$ cat src/rtl/bram_scan_ctrl.sv
// Single-clock block RAM with host write port, direct single-word read and an
// auto-incrementing wrap-around scan engine streaming over valid/ready.
module bram_scan_ctrl #(
  parameter int DATA_W = 4,
  parameter int ADDR_W = 5
) (
  input  logic              clk,
  input  logic              rst_n,
  input  logic              we,
  input  logic [ADDR_W-1:0] addr,
  input  logic [DATA_W-1:0] w_data,
  input  logic              rd_en,
  input  logic              start,
  input  logic [ADDR_W-1:0] scan_base,
  input  logic [ADDR_W:0]   scan_len,
  input  logic              r_ready,
  output logic [DATA_W-1:0] r_data,
  output logic              r_valid,
  output logic              r_last,
  output logic              busy,
  output logic              done
);

  localparam int DEPTH = 2 ** ADDR_W;
  localparam logic [ADDR_W:0] DEPTH_LEN = (ADDR_W + 1)'(DEPTH);
  localparam logic [ADDR_W:0] LEN_ONE   = (ADDR_W + 1)'(1);

  typedef enum logic [1:0] {IDLE, SCAN, DRAIN} state_t;

  state_t state, state_nxt;

  logic [DATA_W-1:0] mem [DEPTH];

  logic [ADDR_W-1:0] cur_addr;
  logic [ADDR_W:0]   remaining;
  logic [ADDR_W:0]   len_clamped;

  logic              pipe_vld;
  logic              pipe_last;
  logic [DATA_W-1:0] pipe_data;

  logic [1:0]        fifo_cnt;
  logic [DATA_W-1:0] slot0_data, slot1_data;
  logic              slot0_last, slot1_last;

  logic              pop, room, start_ok, rd_issue, scan_issue;
  logic [2:0]        occupancy;
  logic [ADDR_W-1:0] rd_addr;

  assign r_valid = (fifo_cnt != 2'd0);
  assign r_data  = slot0_data;
  assign r_last  = slot0_last & r_valid;
  assign pop     = r_valid & r_ready;
  assign busy    = (state != IDLE) | pipe_vld | r_valid;
  // Only a scan can be in flight while in DRAIN, so any last beat there is the scan's.
  assign done    = pop & slot0_last & (state == DRAIN);

  // A new read may be issued only if the skid buffer can still absorb it
  // after whatever moves this cycle.
  assign occupancy = {1'b0, fifo_cnt} + {2'b00, pipe_vld} - {2'b00, pop};
  assign room      = (occupancy < 3'd2);

  assign len_clamped = (scan_len > DEPTH_LEN) ? DEPTH_LEN : scan_len;
  assign start_ok    = start & ~busy & (scan_len != '0);
  assign rd_issue    = rd_en & ~busy & ~start;
  assign scan_issue  = (state == SCAN) & (remaining != '0) & room;
  assign rd_addr     = scan_issue ? cur_addr : addr;

  always_comb begin
    state_nxt = state;
    case (state)
      IDLE:    if (start_ok) state_nxt = SCAN;
      SCAN:    if (scan_issue && (remaining == LEN_ONE)) state_nxt = DRAIN;
      DRAIN:   if (done) state_nxt = IDLE;
      default: state_nxt = IDLE;
    endcase
  end

  always_ff @(posedge clk or negedge rst_n) begin
    if (!rst_n) begin
      state     <= IDLE;
      cur_addr  <= '0;
      remaining <= '0;
      pipe_vld  <= 1'b0;
      pipe_last <= 1'b0;
    end else begin
      state     <= state_nxt;
      pipe_vld  <= scan_issue | rd_issue;
      pipe_last <= rd_issue | (scan_issue & (remaining == LEN_ONE));
      if (start_ok) begin
        cur_addr  <= scan_base;
        remaining <= len_clamped;
      end else if (scan_issue) begin
        cur_addr  <= cur_addr + ADDR_W'(1);
        remaining <= remaining - LEN_ONE;
      end
    end
  end

  // Memory contents and the raw read register are deliberately outside reset.
  always_ff @(posedge clk) begin
    if (we) mem[addr] <= w_data;
    if (scan_issue || rd_issue) pipe_data <= mem[rd_addr];
  end

  always_ff @(posedge clk or negedge rst_n) begin
    if (!rst_n) begin
      fifo_cnt   <= 2'd0;
      slot0_data <= '0;
      slot0_last <= 1'b0;
      slot1_data <= '0;
      slot1_last <= 1'b0;
    end else begin
      case (fifo_cnt)
        2'd0: begin
          if (pipe_vld) begin
            slot0_data <= pipe_data;
            slot0_last <= pipe_last;
            fifo_cnt   <= 2'd1;
          end
        end
        2'd1: begin
          if (pop && pipe_vld) begin
            slot0_data <= pipe_data;
            slot0_last <= pipe_last;
          end else if (pipe_vld) begin
            slot1_data <= pipe_data;
            slot1_last <= pipe_last;
            fifo_cnt   <= 2'd2;
          end else if (pop) begin
            fifo_cnt <= 2'd0;
          end
        end
        default: begin
          if (pop) begin
            slot0_data <= slot1_data;
            slot0_last <= slot1_last;
            if (pipe_vld) begin
              slot1_data <= pipe_data;
              slot1_last <= pipe_last;
            end else begin
              fifo_cnt <= 2'd1;
            end
          end
        end
      endcase
    end
  end

endmodule

$ cat config.mk
export PLATFORM = sky130hd
export DESIGN_NAME = bram_scan_ctrl
export DESIGN_NICKNAME = d
export VERILOG_FILES = /design/src/rtl/bram_scan_ctrl.sv
export SDC_FILE = /design/constraint.sdc
export NUM_CORES = 1
export LEC_CHECK = 0
export BUFFER_PORTS_ARGS = -buffer_cell sky130_fd_sc_hd__clkbuf_2
export CAP_MARGIN = 25
export CORE_MARGIN = 10
export CORE_UTILIZATION = 55
export DETAILED_ROUTE_END_ITERATION = 16
export PLACE_DENSITY = 0.73
export SETUP_SLACK_MARGIN = 0.5
export SLEW_MARGIN = 20
export SYNTH_ARGS = -nofsm -noshare
export SYNTH_HDL_FRONTEND = slang
export SYNTH_SLANG_ARGS = --single-unit
$ cat constraint.sdc
create_clock -name clk -period 5.69 [get_ports clk]
set_input_delay 0.2845 -clock clk [delete_from_list [all_inputs] [get_ports clk]]
set_output_delay 0.2845 -clock clk [all_outputs]
set_load 0.05 [all_outputs]
==> results.toml <==
[status]
outcome = "finished clean"

[die]
num_rows = 40
io_pins = 34
core_um2 = 12100
die_x_um = 132
die_h_um = 132
dieArea_um2 = 17400
initial_core_util = 0.568

[critical_path]
critPathRequiredTime_ns = 5.94
crit_type = "reg2reg"
path_max_fanout = 28
end_kind = "flip-flop"
start_kind = "flip-flop"
crit_arrival_ns = 4.53

[logic_synthesis]
syn_avg_cell_area_um2 = 15.7
seq_area_frac_synth = 0.675
ys_ff_latch = 159
ys_dominant_reg_cell = "edfxtp_1"
syn-num-nets = 468
synthArstFlopShare = 0.170
ys_warn_count = 0
synth_area_leaders = "edfxtp_1 (58%), mux2i_1 (10%), dfrtp_1 (9.8%)"
yosysUniqueCellTypes = 48
syn_area_um2 = 6880
netlist_instances = 437
synth_edf_count = 132
synth_top_area_share = 0.577
yosysTopAreaCell = "edfxtp_1"

[clock_network]
clock_sinks = 159
cts.clk_slew.worst_paths_ns = 0.07
cts_tree = "built"
ctsHoldBuffers = 1
cts_resized = 0
htreeDepth = 4
post_cts_buffers = 0
cts.path.max_buffers = 2
numCtsBuffers = 17
clk_latency_ns = 0.43
cts_root_buf = "clkbuf_16"

[finish]
diodes = 0
area_delta_synth_final_pct = 13.2
drive_above_1_share = 0.207
nets = 511

[place]
place_hpwl_mm = 9.34
place_congestion = 0.816
numPortBuffers = 33

[timing]
whs_ns = 0.0787
hold_violations = 0
max_slew.worst_pin.slew_ns = 0.980
setup_viol = 0
finalCriticalPeriod_ns = 4.28
fin_crit_sh = 0.752
fmax_mhz = 234
rsz0062_at_grt = "no"
final.setup.tns_ns = 0
relSlewSlack = 0.334
slew_viol_final = 0
fin_skew_ns = 0.00792

[global_route]
antenna_found_initial = 0
grt_pass1_vias = 3950
grt_overflow = 0
grt_pass1_wl_mm = 21.8
grt.total_usage = 0.162
grt_max_degree = 33

[detailed_routing]
routed_via_density = 5.77
vias = 3817
drc_errors = 0
detail_route.first_pass.iterations = 5
totalWireLength_mm = 13.6
wire_per_inst_um = 20.6
detail-route-antenna-nets = 0
drt_first_iter_violations = 318

[power]
leakage_uw = 0.00286
p_per_area_nw_per_um2 = 318
peakVddDrop_mv = 0.327

[hold_path]
hp-class = "in2reg"

[job]
cap_violations = 0
==> registers in the layout, indices dropped and copies added, names as in the netlist, 2 cells and up <==
name and flops:
mem 128, remaining 6, cur_addr 5, pipe_data 4, r_data 4, slot1_data 4, fifo_cnt 2, state 2
==> report_power, final <==
group          switching [µW]  total [µW]  internal (µW)
clock                     482        1050            573
sequential               4.93        1280           1280
combinational            87.4         140           53.1
total                     574        2480           1900
==> Yosys cell counts, types with 2 or more instances <==
cell type / n
nand3_1: 6
xnor2_1: 4
mux2_2: 5
nand3b_1: 8
buf_2: 2
o31ai_1: 3
o21ai_0: 11
nor3_1: 3
a22o_1: 4
nand2b_1: 3
edfxtp_1: 132
dfrtp_1: 27
a221oi_1: 4
or2_2: 3
mux4_2: 16
inv_1: 7
mux2i_4: 2
a31o_2: 2
xor2_1: 2
or3_1: 3
ha_1: 4
a21oi_1: 13
buf_6: 4
a21o_1: 2
mux2i_1: 69
o221ai_1: 2
clkbuf_1: 6
a221o_1: 2
nand2_1: 22
nor2_1: 47
buf_4: 2
==> cells by family after synthesis <==
family | share of synthesized area
DFF | 0.675
and+or+nand+nor | 0.0699
muxes | 0.170
AOI/OAI and AO/OA | 0.0479
buffers and inverters | 0.0200
xor gates and xnor gates | 0.00764
adders and majority gates | 0.0102
==> critical path, stage by stage (launching register included) <==
cell and delay [ns]:
dfrtp_1 0.65, nand2_1 0.13, nor2_1 0.19, o21ai_0 0.13, fa_1 0.50, nand3b_1 0.14, a211o_4 0.44, mux2i_4 0.59
buf_12 0.31, mux2i_1 0.12, mux4_2 0.47, a22o_1 0.22, a221oi_1 0.21
==> cell type report <==
cell class,count,area (µm²)
Fill cell,895,4330
Multi-Input combinational cell,255,2100
Sequential cell,159,4640
Timing Repair Buffer,40,245
Tap cell,168,210
Clock buffer,18,429
Clock inverter,14,129
Inverter,7,26.3
==> layout by cell type (no fill, tap or decap), types with 4 or more instances in the layout <==
master / netlist / layout
nand3_1: 6 / 6
dfrtp_1: 27 / 27
clkbuf_16: 0 / 17
a21oi_1: 13 / 13
nand2_1: 22 / 22
mux2_2: 5 / 5
nor2_1: 47 / 47
nand3b_1: 8 / 8
o21ai_0: 11 / 11
xnor2_1: 4 / 4
mux4_2: 16 / 16
ha_1: 4 / 4
inv_1: 7 / 7
buf_4: 2 / 4
clkbuf_2: 0 / 33
mux2i_1: 69 / 69
a221oi_1: 4 / 4
edfxtp_1: 132 / 132
a22o_1: 4 / 4
==> path summary, 6_finish.rpt <==
kind                            slack, ns                       from                        end  cells past startpoint
min in group asynchronous            0.43                      rst_n   remaining[3]$_DFFE_PN0P_                      2
worst max register to register       1.41    fifo_cnt[1]$_DFFE_PN0P_     pipe_data[2]$_DFFE_PP_                     12
worst min-delay path                 0.08               scan_base[0]    cur_addr[0]$_DFFE_PN0P_                      3
max in group asynchronous            4.81                      rst_n      r_data[1]$_DFFE_PN0P_                      2
worst min register to register       0.51  slot1_data[0]$_DFFE_PN0P_  slot1_data[0]$_DFFE_PN0P_                      1
worst max-delay path                 1.41    fifo_cnt[1]$_DFFE_PN0P_     pipe_data[2]$_DFFE_PP_                     12
==> routing by layer <==
metal  GRT usage  share of wire  vias up  wire (µm)
met5           0              0        -          0
met4      0.0550          0.015        0        205
met3      0.0484          0.061       21        834
met2       0.258           0.48      123       6610
met1       0.207           0.44     1901       5980
li1            -              -     1772          -
==> metrics by stage <==
step	setup WS, ns	instance area (µm²)	utilization	std cells	total power [µW]
3_5_place_dp	1.39	7210	0.596	628	1450
4_1_cts	1.37	7780	0.643	661	2490
2_1_floorplan	1.89	6880	-	437	1390
5_1_grt	1.02	7780	0.643	661	2560
3_3_place_gp	1.54	7210	0.596	628	1450
6_report	1.41	7780	0.643	661	2480
Note: power is estimated with default switching activity, not from simulation.
